==> src/rtl/vedic_mul_iter_if.sv <==
// Operand/product handshake bundle for vedic_mul_iter.
// With VEDIC_MUL_SIGNED_EN defined the bundle also carries the sgn select.
interface vedic_mul_iter_if #(
    parameter int WIDTH = 8
);
    logic                 in_valid;
    logic                 in_ready;
    logic [WIDTH-1:0]     a;
    logic [WIDTH-1:0]     b;
    logic                 abort;
    logic                 out_valid;
    logic                 out_ready;
    logic [2*WIDTH-1:0]   product;
`ifdef VEDIC_MUL_SIGNED_EN
    logic                 sgn;

    modport master (
        output in_valid, a, b, abort, out_ready, sgn,
        input  in_ready, out_valid, product
    );
    modport slave (
        input  in_valid, a, b, abort, out_ready, sgn,
        output in_ready, out_valid, product
    );
`else
    modport master (
        output in_valid, a, b, abort, out_ready,
        input  in_ready, out_valid, product
    );
    modport slave (
        input  in_valid, a, b, abort, out_ready,
        output in_ready, out_valid, product
    );
`endif
endinterface

==> src/rtl/vedic_mul_iter.sv <==
// Iterative multiplier: one 4x4 vedic digit product per cycle, D*D cycles per operation.
// Optional signed mode enabled by defining VEDIC_MUL_SIGNED_EN (adds bus.sgn).
module vedic_mul_iter #(
    parameter int WIDTH = 8
) (
    input  logic             clk,
    input  logic             rst_n,
    vedic_mul_iter_if.slave  bus
);
    localparam int D  = WIDTH / 4;
    localparam int PW = 2 * WIDTH;
    localparam int IW = (D > 1) ? $clog2(D) : 1;
    localparam logic [IW-1:0] LAST_IDX = IW'(D - 1);

    typedef enum logic [1:0] {
        IDLE = 2'd0,
        BUSY = 2'd1,
        DONE = 2'd2
    } state_t;

    function automatic logic [3:0] vedic2x2(input logic [1:0] x, input logic [1:0] y);
        logic c1;
        c1 = x[1] & y[0] & x[0] & y[1];
        return {x[1] & y[1] & c1, (x[1] & y[1]) ^ c1, (x[1] & y[0]) ^ (x[0] & y[1]), x[0] & y[0]};
    endfunction

    // Vertical-and-crosswise split into four 2x2 products
    function automatic logic [7:0] vedic4x4(input logic [3:0] x, input logic [3:0] y);
        logic [3:0] q0, q1, q2, q3;
        q0 = vedic2x2(x[1:0], y[1:0]);
        q1 = vedic2x2(x[3:2], y[1:0]);
        q2 = vedic2x2(x[1:0], y[3:2]);
        q3 = vedic2x2(x[3:2], y[3:2]);
        return {4'b0000, q0} + {2'b00, q1, 2'b00} + {2'b00, q2, 2'b00} + {q3, 4'b0000};
    endfunction

    function automatic logic [WIDTH-1:0] neg_w(input logic [WIDTH-1:0] x);
        return ~x + WIDTH'(1);
    endfunction

    function automatic logic [PW-1:0] neg_p(input logic [PW-1:0] x);
        return ~x + PW'(1);
    endfunction

    state_t          state_q, state_d;
    logic [WIDTH-1:0] a_q, a_d, b_q, b_d;
    logic [PW-1:0]   acc_q, acc_d, prod_q, prod_d;
    logic [IW-1:0]   i_q, i_d, j_q, j_d;
    logic            neg_q, neg_d;
    logic            in_ready_s, out_valid_s, last_s, sgn_s;
    logic [7:0]      pp_s;
    logic [IW:0]     ij_s;
    logic [PW-1:0]   sum_s;

`ifdef VEDIC_MUL_SIGNED_EN
    assign sgn_s = bus.sgn;
`else
    assign sgn_s = 1'b0;
`endif

    assign pp_s   = vedic4x4(a_q[{i_q, 2'b00} +: 4], b_q[{j_q, 2'b00} +: 4]);
    assign ij_s   = {1'b0, i_q} + {1'b0, j_q};
    assign sum_s  = acc_q + ({{(PW-8){1'b0}}, pp_s} << {ij_s, 2'b00});
    assign last_s = (i_q == LAST_IDX) && (j_q == LAST_IDX);

    // State register
    always_ff @(posedge clk or negedge rst_n) begin
        if (!rst_n) begin
            state_q <= IDLE;
        end else begin
            state_q <= state_d;
        end
    end

    // Next-state logic; abort wins over every other request
    always_comb begin
        state_d = state_q;
        if (bus.abort) begin
            state_d = IDLE;
        end else begin
            case (state_q)
                IDLE:    state_d = bus.in_valid ? BUSY : IDLE;
                BUSY:    state_d = last_s ? DONE : BUSY;
                DONE:    state_d = bus.out_ready ? IDLE : DONE;
                default: state_d = IDLE;
            endcase
        end
    end

    // Handshake outputs decoded from the state register
    always_comb begin
        in_ready_s  = 1'b0;
        out_valid_s = 1'b0;
        case (state_q)
            IDLE:    in_ready_s  = 1'b1;
            DONE:    out_valid_s = 1'b1;
            default: begin
                in_ready_s  = 1'b0;
                out_valid_s = 1'b0;
            end
        endcase
    end

    // Datapath next-state: operand capture, digit walk, accumulate, result latch
    always_comb begin
        a_d    = a_q;
        b_d    = b_q;
        acc_d  = acc_q;
        i_d    = i_q;
        j_d    = j_q;
        neg_d  = neg_q;
        prod_d = prod_q;
        case (state_q)
            IDLE: begin
                if (bus.in_valid && !bus.abort) begin
                    // Signed operands are reduced to magnitudes; the sign is reapplied at the end
                    a_d   = (sgn_s && bus.a[WIDTH-1]) ? neg_w(bus.a) : bus.a;
                    b_d   = (sgn_s && bus.b[WIDTH-1]) ? neg_w(bus.b) : bus.b;
                    neg_d = sgn_s & (bus.a[WIDTH-1] ^ bus.b[WIDTH-1]);
                    acc_d = '0;
                    i_d   = '0;
                    j_d   = '0;
                end else begin
                    acc_d = acc_q;
                end
            end
            BUSY: begin
                if (bus.abort) begin
                    acc_d = '0;
                    i_d   = '0;
                    j_d   = '0;
                end else begin
                    acc_d = sum_s;
                    if (last_s) begin
                        i_d    = '0;
                        j_d    = '0;
                        prod_d = neg_q ? neg_p(sum_s) : sum_s;
                    end else if (j_q == LAST_IDX) begin
                        j_d = '0;
                        i_d = i_q + IW'(1);
                    end else begin
                        j_d = j_q + IW'(1);
                    end
                end
            end
            default: begin
                acc_d = acc_q;
            end
        endcase
    end

    // Datapath registers
    always_ff @(posedge clk or negedge rst_n) begin
        if (!rst_n) begin
            a_q    <= '0;
            b_q    <= '0;
            acc_q  <= '0;
            i_q    <= '0;
            j_q    <= '0;
            neg_q  <= 1'b0;
            prod_q <= '0;
        end else begin
            a_q    <= a_d;
            b_q    <= b_d;
            acc_q  <= acc_d;
            i_q    <= i_d;
            j_q    <= j_d;
            neg_q  <= neg_d;
            prod_q <= prod_d;
        end
    end

    assign bus.in_ready  = in_ready_s;
    assign bus.out_valid = out_valid_s;
    assign bus.product   = prod_q;

endmodule

==> src/flat_wrapper.sv <==
// flat-port wrapper written by rule: the top's interface ports become plain ports
module vedic_mul_iter_flat 
#(
    parameter int WIDTH = 8
)
  (clk, rst_n, bus_in_valid, bus_a, bus_b, bus_abort, bus_out_ready, bus_in_ready, bus_out_valid, bus_product);
  vedic_mul_iter_if #(.WIDTH(WIDTH)) bus_i ();
  input  logic clk;
  input  logic rst_n;
  input wire logic [$bits(bus_i.in_valid)-1:0] bus_in_valid;
  input wire logic [$bits(bus_i.a)-1:0] bus_a;
  input wire logic [$bits(bus_i.b)-1:0] bus_b;
  input wire logic [$bits(bus_i.abort)-1:0] bus_abort;
  input wire logic [$bits(bus_i.out_ready)-1:0] bus_out_ready;
  output wire logic [$bits(bus_i.in_ready)-1:0] bus_in_ready;
  output wire logic [$bits(bus_i.out_valid)-1:0] bus_out_valid;
  output wire logic [$bits(bus_i.product)-1:0] bus_product;
  assign bus_i.in_valid = bus_in_valid;
  assign bus_i.a = bus_a;
  assign bus_i.b = bus_b;
  assign bus_i.abort = bus_abort;
  assign bus_i.out_ready = bus_out_ready;
  assign bus_in_ready = bus_i.in_ready;
  assign bus_out_valid = bus_i.out_valid;
  assign bus_product = bus_i.product;
  vedic_mul_iter #(.WIDTH(WIDTH)) u_core (.clk(clk), .rst_n(rst_n), .bus(bus_i));
endmodule
==> config.mk <==
export PLATFORM = sky130hd
export DESIGN_NAME = vedic_mul_iter_flat
export DESIGN_NICKNAME = d
export VERILOG_FILES = /design/src/rtl/vedic_mul_iter_if.sv /design/src/rtl/vedic_mul_iter.sv /design/src/flat_wrapper.sv
export SDC_FILE = /design/constraint.sdc
export NUM_CORES = 1
export LEC_CHECK = 0
export CAP_MARGIN = 20
export CORE_MARGIN = 2
export CORE_UTILIZATION = 61
export DETAILED_ROUTE_END_ITERATION = 16
export GPL_TIMING_DRIVEN = 0
export PLACE_DENSITY = 0.93
export SLEW_MARGIN = 20
export SYNTH_ARGS = -nofsm -noshare
export SYNTH_HDL_FRONTEND = slang
export SYNTH_SLANG_ARGS = --single-unit
==> constraint.sdc <==
create_clock -name clk -period 8.9 [get_ports clk]
set_clock_uncertainty 0.15 [all_clocks]
set_input_delay 2.225 -clock clk [delete_from_list [all_inputs] [get_ports clk]]
set_output_delay 2.225 -clock clk [all_outputs]
set_load 0.005 [all_outputs]
==> results.sh, run 1 <==
export IMPL_synth_xor_xnor_area_share=0.0541
export IMPL_r2r_cells=21
export IMPL_io_buffers=38
export IMPL_grt_pass1_vias=2830
export IMPL_die_w_um=78.6
export IMPL_path_cells="clkbuf_1 > mux2i_1 > nor4_1 > ha_1 > ha_1 > inv_1 > fa_1 > xor2_1 > fa_1 > inv_1 > ha_1 > a21o_1 > a21oi_1 > xnor2_1 > a22o_1 > ha_1 > and3_2 > a221oi_1 > a21boi_2 > or3_1 > a32o_2"
export IMPL_crit_arrival_ns=6.32
export IMPL_slew_viol_final=0
export IMPL_crit_end="u_core.acc_q[12]"
export IMPL_hold_path_depth=2
export IMPL_grt_setup_unrepaired="no"
export IMPL_outcome="complete, no violations"
export IMPL_dr_first_iter_drc_count=208
export IMPL_switching_share=0.425
export IMPL_holdBufCountCts=0
export IMPL_layout_drive_gt1_share=0.101
export IMPL_yosysSeqAreaShare=0.383
export IMPL_drc_errors=0
export IMPL_internal_power_uw=653
export IMPL_grt_first_pass_wirelength_um=13300
export IMPL_ys_ff_latch=52
export IMPL_die_area_um2=6180
export IMPL_synth_largest_area_cell="dfrtp_1"
export IMPL_max_stage_delay_ns=0.62
export IMPL_num_io_pins=39
export IMPL_grt_overflow=0
export IMPL_drtAntennaViolNets=0
export IMPL_n_fill_cell=362
export IMPL_path_delay_family="adder cells"
export IMPL_r2r_slack_ns=2.64
export IMPL_cap_violations=0
export IMPL_final_hold_violation_count=0
export IMPL_setup_viol=0
export IMPL_grt_usage=0.275
export IMPL_synth_top_cells_by_area="dfrtp_1 (38%), ha_1 (9.9%), mux2_2 (6.0%)"
export IMPL_yosysWarnings=0
export IMPL_path_clk_slew_ns=0.10
export IMPL_dieHeight_um=78.6
export IMPL_num_nets_final=450
export IMPL_cts_setup_buffers=0
export IMPL_synthDominantCellAreaShare=0.383
export IMPL_dp_slack_ns=2.76
export IMPL_async_reset_ff_frac=1.00
export IMPL_critPathLaunch="u_core.j_q"
export IMPL_start_kind="flip-flop"
export IMPL_grt_max_degree=31
export IMPL_combPwrFrac=0.573
export IMPL_core_area_um2=5440
export IMPL_max_clock_freq_mhz=160
export IMPL_start_util=0.625
export IMPL_reg2reg_to="u_core.acc_q[12]"
export IMPL_tightest_slew_ns=0.761
export IMPL_post_cts_resized=0
export IMPL_antenna_found_initial=0
export IMPL_cts_root_buf="clkbuf_8"
export IMPL_worst_path_stages=21
export IMPL_layout_area_overhead_vs_synth_pct=17.9
export IMPL_crit_fanout=7
export IMPL_antenna_diode_count=0
export IMPL_crit_top_cell="ha_1"
export IMPL_synth_simple_area_share=0.134
export IMPL_synthDistinctLibCells=50
export IMPL_clockPowerShare=0.152
export IMPL_powerDensity_nw_per_um2=283
export IMPL_synth_edf_count=0
export IMPL_synth_compound_area_frac=0.173
export IMPL_hold_path_class="reg -> reg"
export IMPL_period_share=0.704
export IMPL_clock_sinks=52
export IMPL_first_pass_iters=5
export IMPL_synth_fp_nets=404
export IMPL_syn_area_um2=3400
export IMPL_postLayoutSetupSlackWorst_ns=2.64
export IMPL_cts_tree="done"
export IMPL_viasPerCell=6.15
export IMPL_wire_per_inst_um=16.6
export IMPL_required_ns=8.96
export IMPL_relSlewSlack=0.487
export IMPL_synthMuxAreaShare=0.0891
export IMPL_place_hpwl_um=5940
export IMPL_synth_top_family_by_area="compound AO/OA/AOI/OAI gates"
export IMPL_r2r_start="u_core.j_q"
export IMPL_setup_worst_path_end_class="flip-flop"
export IMPL_route_vias_total=2884
export IMPL_cts_made_buffers=5
export IMPL_clockBufferDepth=2
export IMPL_insertion_delay_ns=0.31
export IMPL_slowest_stage="mux2i_1"
export IMPL_setup_tns_ns=0
export IMPL_period_needed_ns=6.26
export IMPL_pwr_share_seq=0.276
export IMPL_syn_inst=350
export IMPL_gp_congestion=0.929
export IMPL_synth_top_flop_cell="dfrtp_1"
export IMPL_p_leak_uw=0.00188
export IMPL_p_sw_uw=482
export IMPL_ctsHtreeMaxLevel=2
export IMPL_row_count=27
export IMPL_wl_um=7800
export IMPL_critPathBufInv=3
export IMPL_syn_mean_instance_area_um2=9.71
export IMPL_yosys_area_share_adder=0.135
export IMPL_ir_drop_v=0.000234
export IMPL_path_class="reg -> reg"
## worst min-delay path by stage
stage | start | endpoint | slack (ns)
floorplan | u_core.acc_q[10] | u_core.acc_q[10] | 0.31
global placement | u_core.bus.product[9] | u_core.bus.product[9] | 0.31
detailed placement | u_core.bus.product[9] | u_core.bus.product[9] | 0.32
CTS | u_core.bus.product[9] | u_core.bus.product[9] | 0.34
global route | u_core.bus.product[10] | u_core.bus.product[10] | 0.37
finish | u_core.bus.product[9] | u_core.bus.product[9] | 0.33
## power by group through the flow
stage               Combinational [uW]  Sequential [uW]  Clock (uW)
finish                             650              313         172
global route                       727              318         183
CTS                                641              312         174
detailed placement                 635              317           0
global placement                   609              313           0
floorplan                          473              310           0
## worst min-delay path, delay by kind of cell (launching register included)
family	cells	cell delay, ns
and+or+nand+nor	1	0.04
DFF	1	0.35
AOI/OAI and AO/OA	1	0.06
## state kept, by name, indices dropped and copies added, names as in the netlist
register and cells:
u_core.j_q 1, u_core.acc_q 16, u_core.a_q 8, u_core.state_q 2, u_core.b_q 8, u_core.i_q 1
u_core.bus.product 16
## per-layer routing
metal / wire length, um / GRT usage
met1: 3260 / 0.365
met3: 514 / 0.0448
met2: 3760 / 0.448
met4: 263 / 0.114
met5: 0 / 0
## Yosys cell counts, drive strengths merged (2+ instances only)
| master | number |
|---|---|
| nor2b | 4 |
| nor2 | 26 |
| nand3 | 6 |
| clkbuf | 9 |
| mux2i | 10 |
| xnor2 | 12 |
| ha | 27 |
| a211o | 3 |
| o211a | 2 |
| and3 | 3 |
| o22ai | 2 |
| a221oi | 2 |
| a31oi | 2 |
| buf | 3 |
| fa | 6 |
| a21o | 11 |
| o21ai | 37 |
| and2 | 3 |
| or2 | 3 |
| dfrtp | 52 |
| nand2 | 35 |
| a21oi | 15 |
| xor2 | 9 |
| inv | 17 |
| nand2b | 3 |
| nor3b | 3 |
| mux2 | 18 |
| nor3 | 4 |
| nor4 | 4 |
| a22o | 4 |
| a211oi | 2 |
## cell type report
cell class	instances	area, um^2	area share
Inverter	17	63.8	0.0159
Sequential cell	52	1300	0.325
Tap cell	72	90.1	0.0225
Timing Repair Buffer	39	395	0.0987
Clock buffer	6	82.6	0.0206
Buffer	12	46.3	0.0116
Multi-Input combinational cell	269	1990	0.496
Clock inverter	2	38.8	0.00968
## cell usage in the layout, fill, tap and decap left out, drive strengths merged, types with 5 or more instances in the layout
cell,synthesis,routed
nand3,6,6
mux2i,10,10
ha,27,27
mux2,18,18
xor2,9,9
a21oi,15,15
clkdlybuf4s50,0,37
nor2,26,26
nand2,35,35
dfrtp,52,52
a21o,11,11
fa,6,6
buf,3,5
inv,17,17
clkbuf,9,15
xnor2,12,12
o21ai,37,37
## kinds of logic (layout without fill, tap and decap cells)
family	count (synthesis)	after routing
adder cells (fa/ha/maj)	33	33
multiplexers	28	28
AND/OR/NAND/NOR	97	97
buffers and inverters	29	76
flip-flops	52	52
XOR/XNOR	21	21
AO/OA/AOI/OAI	90	90
## stage by stage
step	cell area, um^2	total power (uW)	hold WS (ns)	util	std cells
CTS	4010	1130	0.340	0.736	469
global route	4010	1230	0.367	0.736	469
global placement	3870	921	0.310	0.711	460
floorplan	3400	782	0.306	-	350
detailed placement	3880	952	0.319	0.714	461
finish	4010	1140	0.331	0.736	469
Power figures use the tool's default switching activity.
==> run 2: changes to the inputs <==
--- a/config.mk
+++ b/config.mk
@@ -7,10 +7,10 @@
 export LEC_CHECK = 0
 export CAP_MARGIN = 20
 export CORE_MARGIN = 2
-export CORE_UTILIZATION = 61
+export CORE_UTILIZATION = 57
 export DETAILED_ROUTE_END_ITERATION = 16
 export GPL_TIMING_DRIVEN = 0
-export PLACE_DENSITY = 0.93
+export PLACE_DENSITY = 0.88
 export SLEW_MARGIN = 20
 export SYNTH_ARGS = -nofsm -noshare
 export SYNTH_HDL_FRONTEND = slang
==> constraint.sdc (replaced) <==
create_clock -name clk -period 5.9 [get_ports clk]
set_clock_uncertainty 0.15 [all_clocks]
set_input_delay 1.475 -clock clk [delete_from_list [all_inputs] [get_ports clk]]
set_output_delay 1.475 -clock clk [all_outputs]
set_load 0.005 [all_outputs]
==> run 2 against run 1 <==
Effect of this change: the flow now finishes with violations (negative setup slack); hold slack improved by 0.0023 ns; sequential power is 56% higher; clock power rose by 67%; via count barely moved; sequential share of layout area fell by 0.97 points; global-route usage shrank 1.8 points; first-iteration DRC count increased by 0.48%; clock-buffer cell count shrank 1; cell area grew 3.3%; worst setup slack got worse by 2.7 ns; wire length grew 8.5%; total power up 63%; critical path type unchanged; highest routed layer unchanged.
==> results.sh, run 2 (synthesized netlist as in run 1, its figures left out) <==
export IMPL_crit_arrival_ns=6.01
export IMPL_postLayoutSetupSlackWorst_ns=-0.0556
export IMPL_tightest_slew_ns=0.718
export IMPL_die_w_um=81.2
export IMPL_core_area_um2=5850
export IMPL_dp_slack_ns=-0.209
export IMPL_route_vias_total=2883
export IMPL_wire_per_inst_um=17.7
export IMPL_violations="negative setup slack"
export IMPL_grt_max_degree=53
export IMPL_first_pass_iters=6
export IMPL_final_hold_violation_count=0
export IMPL_multi_input_area_um2=2050
export IMPL_ctsHtreeMaxLevel=2
export IMPL_path_clk_slew_ns=0.09
export IMPL_viasPerCell=6.03
export IMPL_antenna_found_initial=0
export IMPL_cts_made_buffers=5
export IMPL_period_needed_ns=5.96
export IMPL_path_class="reg -> reg"
export IMPL_max_clock_freq_mhz=168
export IMPL_start_util=0.581
export IMPL_clockBufferDepth=2
export IMPL_n_fill_cell=424
export IMPL_die_area_um2=6600
export IMPL_num_io_pins=39
export IMPL_layout_area_overhead_vs_synth_pct=21.7
export IMPL_start_kind="flip-flop"
export IMPL_grt_pass1_vias=2815
export IMPL_holdBufCountCts=0
export IMPL_dr_first_iter_drc_count=209
export IMPL_place_hpwl_um=5740
export IMPL_outcome="finished, violations left"
export IMPL_ir_drop_v=0.000311
export IMPL_final_common_cell="dfrtp_1"
export IMPL_wl_um=8470
export IMPL_grt_first_pass_wirelength_um=12900
export IMPL_dieHeight_um=81.2
export IMPL_io_buffers=38
export IMPL_setup_worst_path_end_class="flip-flop"
export IMPL_regArea_um2=1300
export IMPL_grt_overflow=0
export IMPL_powerDensity_nw_per_um2=447
export IMPL_hold_path_class="reg -> reg"
export IMPL_row_count=28
export IMPL_setup_viol=4
export IMPL_p_leak_uw=0.00193
export IMPL_cts_tree="done"
export IMPL_relSlewSlack=0.518
export IMPL_layout_drive_gt1_share=0.144
export IMPL_cap_violations=0
export IMPL_final_util=0.707
export IMPL_finalPower_uw=1850
export IMPL_grt_usage=0.256
export IMPL_insertion_delay_ns=0.31
export IMPL_cts_root_buf="clkbuf_8"
export IMPL_antenna_diode_count=0
export IMPL_required_ns=5.95
export IMPL_gp_congestion=0.898
export IMPL_mostFrequentLayoutCells="dfrtp_1 (50), clkdlybuf4s50_1 (37), nand2_1 (35), o21ai_0 (35), ha_1 (27)"
export IMPL_drtAntennaViolNets=0
export IMPL_period_share=1.01
export IMPL_clock_sinks=52
export IMPL_crit_fanout=7
export IMPL_num_nets_final=457
export IMPL_slew_viol_final=0
export IMPL_drc_errors=0
run 2: cell count changes in the layout (fill, tap and decap cells not counted), moves of 2 or more:
cell	delta
buf_4	+11
dfrtp_1	-2
mux2i_4	+4
clkbuf_1	-2
mux2i_1	-5
dfrtp_2	+2
run 2: per-layer routing:
metal	vias up	GRT usage	routed length (um)
met5	-	0	0
met4	0	0.0898	262
met3	24	0.0433	442
met2	127	0.428	4160
met1	1383	0.337	3600
li1	1349	-	-
run 2: final timing paths:
kind                                   startpoint                endpoint  slack (ns)  cells after the start
max                                    u_core.i_q        u_core.acc_q[12]       -0.06                     18
min                        u_core.bus.product[11]  u_core.bus.product[11]        0.33                      2
max reg2reg                            u_core.i_q        u_core.acc_q[12]       -0.06                     18
min reg2reg                u_core.bus.product[11]  u_core.bus.product[11]        0.33                      2
max in group asynchronous                   rst_n              u_core.i_q        4.10                      1
min in group asynchronous                   rst_n   u_core.bus.product[8]        1.03                      1
run 2: power breakdown:
| group | switching, uW | internal, uW | total [uW] |
|---|---|---|---|
| sequential | 59.9 | 428 | 488 |
| clock | 121 | 167 | 288 |
| combinational | 604 | 470 | 1070 |
| total | 785 | 1060 | 1850 |
run 2: stage by stage:
stage / TNS (ns) / cells / cell area (um^2) / hold WS, ns
floorplan: 0 / 350 / 3400 / 0.306
detailed placement: -1.28 / 463 / 3870 / 0.320
CTS: 0 / 468 / 4020 / 0.342
global route: -1.29 / 478 / 4140 / 0.375
global placement: -0.785 / 463 / 3870 / 0.309
finish: -0.0911 / 478 / 4140 / 0.333
run 2: repair_timing:
item,in CTS,in global routing
buffers inserted,0,10
gates resized for setup,5,9
pin swaps,0,1
setup endpoints to repair,12,18
run 2: final cells by class:
cell class              count  area share
multi-input cells         269       0.497
flip-flops and latches     52       0.315
repair buffers             48       0.109
well taps                  75      0.0227
clock buffers               5      0.0166
inverters                  17      0.0154
clock inverters             2      0.0145
plain buffers              10     0.00938
run 2: critical path, cell delays in order, from the launching register on:
cell      delay, ns
dfrtp_2        0.55
mux2i_1        0.48
nor2_1         0.15
xor2_1         0.30
inv_1          0.14
fa_1           0.46
xor2_1         0.21
fa_1           0.55
inv_1          0.07
fa_1           0.53
mux2i_1        0.27
nor2_1         0.13
ha_1           0.39
a21o_1         0.25
a311o_2        0.42
nand3_2        0.08
a21boi_2       0.05
or3_1          0.37
a32o_2         0.29
